===== src/rtl/dcache_controller_pkg.sv =====
// Package cache_pkg: geometry of the L1 data cache and the FSM state encoding.
// Shared by the interface, the storage sub-module and the controller.
//   ADDR_W      byte-address width
//   NUM_LINES   number of direct-mapped lines (power of two)
//   LINE_BYTES  bytes per line (power of two)
package cache_pkg;

   localparam int ADDR_W     = 32;
   localparam int NUM_LINES  = 16;
   localparam int LINE_BYTES = 32;

   localparam int IDX_W  = $clog2(NUM_LINES);
   localparam int OFF_W  = $clog2(LINE_BYTES);
   localparam int TAG_W  = ADDR_W - IDX_W - OFF_W;
   localparam int LINE_W = 8 * LINE_BYTES;
   localparam int WORDS  = LINE_BYTES / 4;
   localparam int WORD_W = $clog2(WORDS);

   localparam logic [1:0] ST_IDLE      = 2'd0;
   localparam logic [1:0] ST_WRITEBACK = 2'd1;
   localparam logic [1:0] ST_ALLOCATE  = 2'd2;

endpackage


===== src/rtl/dcache_controller_if.sv =====
// CPU-side and memory-side bus of the data cache.
//   slave  : cache view (takes CPU requests and memory responses, drives the rest)
//   master : environment view (CPU MEM stage plus data memory)
interface dcache_controller_if;
   import cache_pkg::*;

   logic              cpu_req_i;
   logic              cpu_we_i;
   logic [ADDR_W-1:0] cpu_addr_i;
   logic [31:0]       cpu_wdata_i;
   logic [31:0]       cpu_rdata_o;
   logic              cpu_stall_o;
   logic              mem_req_o;
   logic              mem_we_o;
   logic [ADDR_W-1:0] mem_addr_o;
   logic [LINE_W-1:0] mem_wdata_o;
   logic [LINE_W-1:0] mem_rdata_i;
   logic              mem_ack_i;

   modport slave (
      input  cpu_req_i, cpu_we_i, cpu_addr_i, cpu_wdata_i, mem_rdata_i, mem_ack_i,
      output cpu_rdata_o, cpu_stall_o, mem_req_o, mem_we_o, mem_addr_o, mem_wdata_o
   );

   modport master (
      output cpu_req_i, cpu_we_i, cpu_addr_i, cpu_wdata_i, mem_rdata_i, mem_ack_i,
      input  cpu_rdata_o, cpu_stall_o, mem_req_o, mem_we_o, mem_addr_o, mem_wdata_o
   );

endinterface


===== src/rtl/dcache_controller_sram.sv =====
// dcache_sram: tag, valid, dirty and data storage for the direct-mapped cache.
//   clk_i, rst_i          clock, asynchronous active-low reset (clears valid/dirty only)
//   idx_i                 line index shared by the read and write ports
//   rd_*_o                combinational read of the indexed line
//   line_we_i             full-line refill: data and tag written, valid=1, dirty=0
//   word_we_i             single-word store into the indexed line, dirty=1
module dcache_sram
   import cache_pkg::*;
(
   input  logic              clk_i,
   input  logic              rst_i,
   input  logic [IDX_W-1:0]  idx_i,
   output logic [TAG_W-1:0]  rd_tag_o,
   output logic              rd_valid_o,
   output logic              rd_dirty_o,
   output logic [LINE_W-1:0] rd_line_o,
   input  logic              line_we_i,
   input  logic [TAG_W-1:0]  line_tag_i,
   input  logic [LINE_W-1:0] line_data_i,
   input  logic              word_we_i,
   input  logic [WORD_W-1:0] word_sel_i,
   input  logic [31:0]       word_data_i
);

   logic [TAG_W-1:0]     tag_r   [NUM_LINES];
   logic [LINE_W-1:0]    data_r  [NUM_LINES];
   logic [NUM_LINES-1:0] valid_r;
   logic [NUM_LINES-1:0] dirty_r;

   assign rd_tag_o   = tag_r[idx_i];
   assign rd_line_o  = data_r[idx_i];
   assign rd_valid_o = valid_r[idx_i];
   assign rd_dirty_o = dirty_r[idx_i];

   // Line status bits; reset invalidates every line so stale tags/data are masked.
   always_ff @(posedge clk_i or negedge rst_i) begin
      if (!rst_i) begin
         valid_r <= {NUM_LINES{1'b0}};
         dirty_r <= {NUM_LINES{1'b0}};
      end else if (line_we_i) begin
         valid_r[idx_i] <= 1'b1;
         dirty_r[idx_i] <= 1'b0;
      end else if (word_we_i) begin
         dirty_r[idx_i] <= 1'b1;
      end
   end

   // Tag and data arrays; never reset, the valid bit qualifies their contents.
   always_ff @(posedge clk_i) begin
      if (line_we_i) begin
         tag_r[idx_i]  <= line_tag_i;
         data_r[idx_i] <= line_data_i;
      end else if (word_we_i) begin
         data_r[idx_i][{word_sel_i, 5'd0} +: 32] <= word_data_i;
      end
   end

endmodule


===== src/rtl/dcache_controller.sv =====
// dcache_controller: direct-mapped, write-back, write-allocate L1 data cache.
// Word hits are served in the request cycle with no stall. A miss raises
// cpu_stall_o in the same cycle, writes back a dirty victim, refills the line,
// and then the unchanged request hits in IDLE (a store merges at that point).
//   clk_i   clock
//   rst_i   asynchronous active-low reset; abandons any in-flight transfer
//   bus     dcache_controller_if.slave (CPU request/response, memory line bus)
// Geometry comes from cache_pkg.
module dcache_controller
   import cache_pkg::*;
(
   input  logic               clk_i,
   input  logic               rst_i,
   dcache_controller_if.slave bus
);

   logic [1:0]        state_r;
   logic [1:0]        state_nxt_s;
   logic [TAG_W-1:0]  tag_s;
   logic [IDX_W-1:0]  idx_s;
   logic [WORD_W-1:0] word_s;
   logic [TAG_W-1:0]  rd_tag_s;
   logic              rd_valid_s;
   logic              rd_dirty_s;
   logic [LINE_W-1:0] rd_line_s;
   logic              hit_s;
   logic              idle_s;
   logic              line_we_s;
   logic              word_we_s;
   logic              unused_s;

   assign tag_s    = bus.cpu_addr_i[ADDR_W-1 -: TAG_W];
   assign idx_s    = bus.cpu_addr_i[OFF_W +: IDX_W];
   assign word_s   = bus.cpu_addr_i[2 +: WORD_W];
   assign unused_s = ^bus.cpu_addr_i[1:0];

   assign hit_s  = bus.cpu_req_i & rd_valid_s & (rd_tag_s == tag_s);
   assign idle_s = (state_r == ST_IDLE);

   // Refill completes on the ack in ALLOCATE; stores only land on an IDLE hit.
   assign line_we_s = (state_r == ST_ALLOCATE) & bus.mem_ack_i;
   assign word_we_s = idle_s & hit_s & bus.cpu_we_i;

   dcache_sram u_sram (
      .clk_i       (clk_i),
      .rst_i       (rst_i),
      .idx_i       (idx_s),
      .rd_tag_o    (rd_tag_s),
      .rd_valid_o  (rd_valid_s),
      .rd_dirty_o  (rd_dirty_s),
      .rd_line_o   (rd_line_s),
      .line_we_i   (line_we_s),
      .line_tag_i  (tag_s),
      .line_data_i (bus.mem_rdata_i),
      .word_we_i   (word_we_s),
      .word_sel_i  (word_s),
      .word_data_i (bus.cpu_wdata_i)
   );

   // Next-state logic: a miss goes through WRITEBACK only when the victim is dirty.
   always_comb begin
      state_nxt_s = state_r;
      case (state_r)
         ST_IDLE: begin
            if (bus.cpu_req_i & ~hit_s) begin
               if (rd_valid_s & rd_dirty_s) begin
                  state_nxt_s = ST_WRITEBACK;
               end else begin
                  state_nxt_s = ST_ALLOCATE;
               end
            end else begin
               state_nxt_s = ST_IDLE;
            end
         end
         ST_WRITEBACK: begin
            if (bus.mem_ack_i) begin
               state_nxt_s = ST_ALLOCATE;
            end else begin
               state_nxt_s = ST_WRITEBACK;
            end
         end
         ST_ALLOCATE: begin
            if (bus.mem_ack_i) begin
               state_nxt_s = ST_IDLE;
            end else begin
               state_nxt_s = ST_ALLOCATE;
            end
         end
         default: begin
            state_nxt_s = ST_IDLE;
         end
      endcase
   end

   // State register.
   always_ff @(posedge clk_i or negedge rst_i) begin
      if (!rst_i) begin
         state_r <= ST_IDLE;
      end else begin
         state_r <= state_nxt_s;
      end
   end

   // Output decode. The victim tag is still in the array during WRITEBACK and the
   // CPU address is held stable, so the memory outputs are constant until ack.
   // Outputs are forced low while reset is asserted so the stall drops at once.
   always_comb begin
      bus.cpu_stall_o = 1'b0;
      bus.cpu_rdata_o = 32'd0;
      bus.mem_req_o   = 1'b0;
      bus.mem_we_o    = 1'b0;
      bus.mem_addr_o  = {ADDR_W{1'b0}};
      bus.mem_wdata_o = {LINE_W{1'b0}};
      if (rst_i) begin
         case (state_r)
            ST_IDLE: begin
               bus.cpu_stall_o = bus.cpu_req_i & ~hit_s;
               if (hit_s & ~bus.cpu_we_i) begin
                  bus.cpu_rdata_o = rd_line_s[{word_s, 5'd0} +: 32];
               end else begin
                  bus.cpu_rdata_o = 32'd0;
               end
            end
            ST_WRITEBACK: begin
               bus.cpu_stall_o = 1'b1;
               bus.mem_req_o   = 1'b1;
               bus.mem_we_o    = 1'b1;
               bus.mem_addr_o  = {rd_tag_s, idx_s, {OFF_W{1'b0}}};
               bus.mem_wdata_o = rd_line_s;
            end
            ST_ALLOCATE: begin
               bus.cpu_stall_o = 1'b1;
               bus.mem_req_o   = 1'b1;
               bus.mem_addr_o  = {tag_s, idx_s, {OFF_W{1'b0}}};
            end
            default: begin
               bus.cpu_stall_o = 1'b0;
            end
         endcase
      end else begin
         bus.cpu_stall_o = 1'b0;
         bus.mem_req_o   = 1'b0;
      end
   end

endmodule


===== src/flat_wrapper.sv =====
// flat-port wrapper written by rule: the top's interface ports become plain ports
module dcache_controller_flat import cache_pkg::*;
  (clk_i, rst_i, bus_cpu_req_i, bus_cpu_we_i, bus_cpu_addr_i, bus_cpu_wdata_i, bus_mem_rdata_i, bus_mem_ack_i, bus_cpu_rdata_o, bus_cpu_stall_o, bus_mem_req_o, bus_mem_we_o, bus_mem_addr_o, bus_mem_wdata_o);
  dcache_controller_if bus_i ();
  input  logic clk_i;
  input  logic rst_i;
  input wire logic [$bits(bus_i.cpu_req_i)-1:0] bus_cpu_req_i;
  input wire logic [$bits(bus_i.cpu_we_i)-1:0] bus_cpu_we_i;
  input wire logic [$bits(bus_i.cpu_addr_i)-1:0] bus_cpu_addr_i;
  input wire logic [$bits(bus_i.cpu_wdata_i)-1:0] bus_cpu_wdata_i;
  input wire logic [$bits(bus_i.mem_rdata_i)-1:0] bus_mem_rdata_i;
  input wire logic [$bits(bus_i.mem_ack_i)-1:0] bus_mem_ack_i;
  output wire logic [$bits(bus_i.cpu_rdata_o)-1:0] bus_cpu_rdata_o;
  output wire logic [$bits(bus_i.cpu_stall_o)-1:0] bus_cpu_stall_o;
  output wire logic [$bits(bus_i.mem_req_o)-1:0] bus_mem_req_o;
  output wire logic [$bits(bus_i.mem_we_o)-1:0] bus_mem_we_o;
  output wire logic [$bits(bus_i.mem_addr_o)-1:0] bus_mem_addr_o;
  output wire logic [$bits(bus_i.mem_wdata_o)-1:0] bus_mem_wdata_o;
  assign bus_i.cpu_req_i = bus_cpu_req_i;
  assign bus_i.cpu_we_i = bus_cpu_we_i;
  assign bus_i.cpu_addr_i = bus_cpu_addr_i;
  assign bus_i.cpu_wdata_i = bus_cpu_wdata_i;
  assign bus_i.mem_rdata_i = bus_mem_rdata_i;
  assign bus_i.mem_ack_i = bus_mem_ack_i;
  assign bus_cpu_rdata_o = bus_i.cpu_rdata_o;
  assign bus_cpu_stall_o = bus_i.cpu_stall_o;
  assign bus_mem_req_o = bus_i.mem_req_o;
  assign bus_mem_we_o = bus_i.mem_we_o;
  assign bus_mem_addr_o = bus_i.mem_addr_o;
  assign bus_mem_wdata_o = bus_i.mem_wdata_o;
  dcache_controller u_core (.clk_i(clk_i), .rst_i(rst_i), .bus(bus_i));
endmodule

===== config.mk =====
export PLATFORM = sky130hd
export DESIGN_NAME = dcache_controller_flat
export DESIGN_NICKNAME = d
export VERILOG_FILES = /design/src/rtl/dcache_controller_pkg.sv /design/src/rtl/dcache_controller_if.sv /design/src/rtl/dcache_controller_sram.sv /design/src/rtl/dcache_controller.sv /design/src/flat_wrapper.sv
export SDC_FILE = /design/constraint.sdc
export NUM_CORES = 2
export LEC_CHECK = 0
export BUFFER_PORTS_ARGS = -buffer_cell sky130_fd_sc_hd__buf_4
export CORE_MARGIN = 1
export CORE_UTILIZATION = 35
export DETAILED_ROUTE_END_ITERATION = 10
export PLACE_DENSITY = 0.58
export SLEW_MARGIN = 20
export SYNTH_ARGS = -nofsm -noshare
export SYNTH_HDL_FRONTEND = slang
export SYNTH_HIERARCHICAL = 1
export SYNTH_MEMORY_MAX_BITS = 65536
export SYNTH_SLANG_ARGS = --single-unit

===== constraint.sdc =====
create_clock -name clk_i -period 5.2 [get_ports clk_i]
set_input_delay 1.04 -clock clk_i [delete_from_list [all_inputs] [get_ports clk_i]]
set_output_delay 1.04 -clock clk_i [all_outputs]
set_load 0.01 [all_outputs]

# Word-level counts from Yosys, hierarchy flattened

Memories as Yosys holds them, arrays and structs flattened.
Index checks and enable logic that the tools add are counted.

Logic and storage cells: 575
Output and inout bits: 323
Register bits after elaboration: 34
Memories kept: 2
Input port bits: 325
Memory bits (writable): 4464

Memory list:

| memory               | words | width | read ports | clocked after Yosys merged registers in | wr ports | line                         | text |
|---|---|---|---|---|---|---|---|
| u_core.u_sram.data_r | 16    | 256   | 1          | 0                                       | 1        | dcache_controller_sram.sv:26 | `logic [LINE_W-1:0] data_r [NUM_LINES];` |
| u_core.u_sram.tag_r  | 16    | 23    | 1          | 0                                       | 1        | dcache_controller_sram.sv:25 | `logic [TAG_W-1:0] tag_r [NUM_LINES];` |

Equality and inequality tests: 3
Bitwise operators: 270
$add $sub $neg: 1
Multiplexer cells: 287
Magnitude comparators: 2
Reduce and logical (&&, ||, !) cells: 4
Shifts and indexed selects: 3

Operators with widths:

| cell                                                       | count |
|---|---|
| 2-to-1 mux 256 bit                                         | 3 |
| 2-to-1 mux 1 bit                                           | 268 |
| OR 1 bit                                                   | 256 |
| variable shift 32 x 10 -> 256 bit, first input constant    | 1 |
| indexed part select 256 x 9 -> 32 bit                      | 1 |
| indexed part select 32 x 10 -> 256 bit                     | 1 |
| 2-to-1 mux 32 bit                                          | 4 |
| one-hot mux 32 bit (2 select lines)                        | 1 |
| 2-to-1 mux 16 bit                                          | 2 |
| OR 16 bit                                                  | 2 |
| equality test 23 bit                                       | 1 |
| bitwise AND 16 bit                                         | 1 |
| inverter 16 bit                                            | 1 |
| negation 8 -> 10 bit                                       | 1 |
| bitwise AND 1 bit                                          | 8 |
| binary-select mux 1 bit (select 4 bit)                     | 2 |
| 2-to-1 mux 2 bit                                           | 4 |
| one-hot mux 2 bit (3 select lines)                         | 1 |
| less-than comparator 4 x 5 -> 1 bit, second input constant | 1 |
| demux 1 bit (select 4 bit)                                 | 1 |
| >= comparator 4 x 1 -> 1 bit, second input constant        | 1 |
| equality test 2 x 1 -> 1 bit, second input constant        | 1 |
| equality test 2 bit, second input constant                 | 1 |
| zero test 2 bit                                            | 1 |
| other kinds (5)                                            | 6 |

# Logic depth before layout (Yosys ltp)

Word-level depth: 10
Depth in mapped cells: 19
Gate-level depth less buffers: 11

# Cells and area by module

The synthesis kept the hierarchy.

By module, submodules not included:

| module            | area each (um2) | sequential area each (um2) | cells an instance | instances |
|---|---|---|---|---|
| dcache_sram       | 172660.6        | 134849.3                   | 7717              | 1 |
| dcache_controller | 4714.5          | 50.0                       | 591               | 1 |

# Least setup slack after synthesis

OpenSTA, ideal clock, no wires.

Path kind: input -> register
From: input bus_cpu_addr_i[5]
To: memory u_core/u_sram/data_r[10][0] (netlist name) (enable)
Path slack: -1.093 ns
Required time: 4.779 ns
Path buffers: 6
Stages on the path: 17
Setup time: 0.421 ns
Arrival: 5.872 ns
Cells stage by stage: buf_2 > buf_2 > buf_2 > buf_2 > mux4_2 > a22oi_1 > nand2_1 > xnor2_1 > nand3_1 > nor4_2 > and3_2 > and3_1 > buf_2 > nor3b_2 > a31oi_1 > clkbuf_1 > nor2_1

Elaborated cells between the ends (all ways): 12
Classes of those cells: eq/ne (1); mux (5); bitwise (5); memory (1)

RTL lines:

| item                                     | line                         | text |
|---|---|---|
| start: declaration                       | flat_wrapper.sv:9            | `input wire logic [$bits(bus_i.cpu_addr_i)-1:0] bus_cpu_addr_i;` |
| memory (16 x 23 bit)                     | n/a                          |  |
| named net u_core.rd_tag_s[8]             | dcache_controller.sv:22      | `logic [TAG_W-1:0] rd_tag_s;` |
| equality test 23 bit                     | dcache_controller.sv:37      | `assign hit_s = bus.cpu_req_i & rd_valid_s & (rd_tag_s == tag_s);` |
| bitwise AND 1 bit                        | dcache_controller.sv:37      |  |
| bitwise AND 1 bit (2 in series)          | dcache_controller.sv:42      | `assign word_we_s = idle_s & hit_s & bus.cpu_we_i;` |
| named net u_core.word_we_s               | dcache_controller.sv:29      | `logic word_we_s;` |
| 2-to-1 mux 1 bit                         | dcache_controller_sram.sv:53 | `end else if (word_we_i) begin` |
| 2-to-1 mux 1 bit                         | dcache_controller_sram.sv:50 | `if (line_we_i) begin` |
| 2-to-1 mux 256 bit (implied by the code) | dcache_controller_sram.sv:54 | `data_r[idx_i][{word_sel_i, 5'd0} +: 32] <= word_data_i;` |
| OR 1 bit (no source line)                | n/a                          |  |
| end: declaration                         | dcache_controller_sram.sv:26 |  |

The timed path passes the listed nets, and every way through them passes these cells. The select of a mux whose other input is x is not followed.

# Worst setup path in the final report

From: input bus_cpu_addr_i[5]
To: output bus_cpu_rdata_o[22]

Elaborated cells between the ends (all ways): 12
Classes of those cells: eq/ne (1); shift (1); mux (5); bitwise (3); memory (2)

RTL lines:

| item                                  | line                     | text |
|---|---|---|
| memory (16 x 256 bit)                 | n/a                      |  |
| named net u_core.rd_line_s[214]       | dcache_controller.sv:25  | `logic [LINE_W-1:0] rd_line_s;` |
| indexed part select 256 x 9 -> 32 bit | dcache_controller.sv:119 | `bus.cpu_rdata_o = rd_line_s[{word_s, 5'd0} +: 32];` |
| 2-to-1 mux 32 bit                     | dcache_controller.sv:118 | `if (hit_s & ~bus.cpu_we_i) begin` |
| 2-to-1 mux 32 bit                     | dcache_controller.sv:115 | `case (state_r)` |
| 2-to-1 mux 32 bit                     | dcache_controller.sv:114 | `if (rst_i) begin` |
| end: declaration                      | flat_wrapper.sv:13       | `output wire logic [$bits(bus_i.cpu_rdata_o)-1:0] bus_cpu_rdata_o;` |

The timed path passes the listed nets, and every way through them passes these cells. The select of a mux whose other input is x is not followed.

==> flow_summary.toml <==
[status]
status = "finished with violations"
violations = "setup timing"

[synth]
yosysUniqueCellTypes = 42
syn_avg_cell_area_um2 = 21.3
syn_inst = 8308
async_reset_ff_frac = 0.00756
synth-seq-area-share = 0.761
ys.flop_type = "edfxtp_1"
synth_area_um2 = 177000
synth_area_leaders = "edfxtp_1, mux4_2, a22oi_1"
synth_common_cells = "edfxtp_1, mux4_2, a22oi_1, nand2_1, and3_1"
synth.most_common_cell = "edfxtp_1"
ys_seq_elements = 4498
synth_top_area_cell = "edfxtp_1"
yosysWarnings = 6
synth_edf_count = 4464
synthDominantCellAreaShare = 0.756

[sta]
slew_violations = 0
max-slew-margin-rel = 0.219
worst_pin_slew_ns = 1.17
skew_ns = 0.0843
post-route-period-util = 1.01
grt_setup_unrepaired = "yes"
setup_ws_ns = -0.0775
finalHoldViolations = 0
clock.fmax_mhz = 189
setup_violations = 25
fin_crit_ns = 5.28

[setup_path]
startpoint = "bus_cpu_addr_i[5]"
crit_fanout = 7
worst_setup_path_end_kind = "output pin"
cp.required_ns = 4.16
r2r-start = "u_core/u_sram/tag_r[8][1]"
critPathLaunchType = "input pin"
crit_type = "in -> out"
r2r_cells = 14
crit_arrival_ns = 4.24
r2r_setup_slack_ns = 0.83
r2r-end = "u_core/u_sram/data_r[12][120]"

[clock_network]
htree_num_levels = 5
clock_sinks = 4498
cts-buffers-inserted = 454
cts_buffer_depth = 4
clk_latency_ns = 1.07
path_clk_slew_ns = 0.06
cts_root_buf = "clkbuf_16"
cts_tree = "yes"

[worst_hold_path]
min_path_cells = 4
worstHoldStart = "bus_mem_ack_i"
hold_path_end = "u_core/state_r[0]"
hold_path_class = "in -> reg"

[power_and_ir_drop]
total_power_mw = 79.3
p_seq_frac = 0.508
internal_power_mw = 60.9
power_frac_clock = 0.406
total_leakage_power_nw = 75.0
swShare = 0.232
switchingPower_mw = 18.4
combPwrFrac = 0.087
power_density_nw_per_um2 = 356
ir_drop_mv = 0.324

[layout]
final_design_area_no_fill_um2 = 223000
syn2layout_area_growth_pct = 25.5
nets = 10500
post-route-util = 0.441
drive_above_1_share = 0.406
fillers = 42900
stdcell_count = 17400

[floorplanning]
core_area_um2 = 505000
die_w_um = 714
die_h_um = 714
die-area_um2 = 510000
start_util = 0.351
row_count = 261
io_pins = 648

[detailed_routing]
drc = 0
vias_per_cell = 5.68
drt_pass1_iterations = 6
drtIter0Drc = 12900
ant_nets = 0
wl_per_cell_um = 36.2
routed_wl_mm = 628
vias = 98600

[global_routing]
grt-ovfl-total = 0
grt_pass1_vias = 96400
grt_max_degree = 92
grt_pass1_wl_mm = 835
antenna_found_initial = 96
track_usage = 0.240

[place]
gp_congestion = 0.881
placed_area_um2 = 205000
io_buffers = 640
post-dp-hpwl_mm = 416
placed_cells_incl_taps = 16400

[flow_run]
max_cap_viol_count = 0
through the flow:
| stage | setup TNS (ns) | hold slack (ns) | worst slack, ns |
|---|---|---|---|
| 4_1_cts | -0.515 | 0.212 | -0.0659 |
| 5_1_grt | -1.66 | 0.320 | -0.0897 |
| 3_3_place_gp | -1756.92 | 0.434 | -0.388 |
| 6_report | -0.666 | 0.300 | -0.0775 |
| 2_1_floorplan | -77.83 | 0.423 | -0.0841 |
| 3_5_place_dp | -1337.52 | 0.442 | -0.358 |
logic make-up (layout without fill, tap and decap cells):
| logic type | count (synthesis) | count (layout) | synth area share |
|---|---|---|---|
| DFF | 4498 | 4498 | 0.761 |
| muxes | 1477 | 1477 | 0.168 |
| and+or+nand+nor | 1026 | 1026 | 0.0278 |
| buffers and inverters | 652 | 2901 | 0.0155 |
| AOI/OAI and AO/OA | 621 | 621 | 0.0260 |
| xor gates and xnor gates | 23 | 23 | 0.00114 |
| adders and majority gates | 10 | 10 | 0.000705 |
| other | 1 | 102 | 0.0000211 |
worst max-delay path by stage:
| stage | end | cells past startpoint |
|---|---|---|
| final | bus_cpu_rdata_o[22] | 13 |
| after global routing | bus_cpu_rdata_o[30] | 17 |
| after CTS | bus_cpu_rdata_o[12] | 17 |
| after detailed placement | bus_cpu_rdata_o[1] | 13 |
| after global placement | u_core/u_sram/data_r[2][144] | 17 |
| after floorplan | u_core/u_sram/data_r[15][224] | 17 |
power by group through the flow:
| stage | combinational (mW) | sequential [mW] | clock [mW] |
|---|---|---|---|
| after floorplan | 2.68 | 41.0 | 0 |
| after global placement | 6.45 | 41.0 | 0 |
| after detailed placement | 6.54 | 41.0 | 0 |
| after CTS | 6.77 | 40.3 | 32.5 |
| after global routing | 7.04 | 40.3 | 33.8 |
| final | 6.87 | 40.3 | 32.2 |
registers in the layout, indices dropped and copies added (netlist names), named ones only:
| name | count |
|---|---|
| u_core/state_r | 2 |
| u_core/u_sram/valid_r | 16 |
| u_core/u_sram/data_r | 4096 |
| u_core/u_sram/tag_r | 368 |
critical path, stage by stage:
cell     delay [ns]
buf_16         0.16
buf_16         0.18
buf_12         0.14
buf_16         0.17
buf_4          0.18
mux4_2         0.49
a22oi_1        0.29
nand2_2        0.15
mux4_2         0.64
mux2i_2        0.28
nor2_4         0.07
buf_8          0.16
buf_4          0.15
area by class of cell:
type | instances | area, um^2 | area share
Multi-Input combinational cell | 3162 | 41900 | 0.188
Antenna cell | 97 | 243 | 0.00109
Clock inverter | 283 | 2700 | 0.0121
Tap cell | 6706 | 8390 | 0.0377
Timing Repair Buffer | 1956 | 22200 | 0.0999
Inverter | 105 | 394 | 0.00177
Clock buffer | 557 | 11800 | 0.0532
Sequential cell | 4498 | 135000 | 0.606
metal layers:
layer | up-vias | share of wire | track usage
li1 | 38800 | - | -
met1 | 52900 | 0.38 | 0.319
met2 | 5827 | 0.46 | 0.366
met3 | 983 | 0.11 | 0.0606
met4 | 32 | 0.055 | 0.126
met5 | - | 0.00032 | 0
layout by cell type, fill, tap and decap left out, drive strengths merged, types with 7 or more instances in the layout:
cell,n
a31oi,20
a22oi,585
bufinv,37
and3,369
a21oi,9
or2,12
mux2i,129
mux2,160
ha,10
and2,7
dfrtp,34
clkbuf,559
nor2,208
inv,124
nand3,12
diode,97
buf,1945
clkinvlp,14
edfxtp,4464
clkinv,213
bufbuf,8
xnor2,21
nand2,395
mux4,1188
timing repair:
action | CTS | global route
setup endpoints to repair | 32 | 32
pin swaps | 21 | 49
endpoints found under the hold margin | 31 | 0
buffers inserted | 42 | 13
gates resized for setup | 274 | 152
cloned | 20 | 2
hold buffers | 1 | 0
Power figures use the tool's default switching activity.
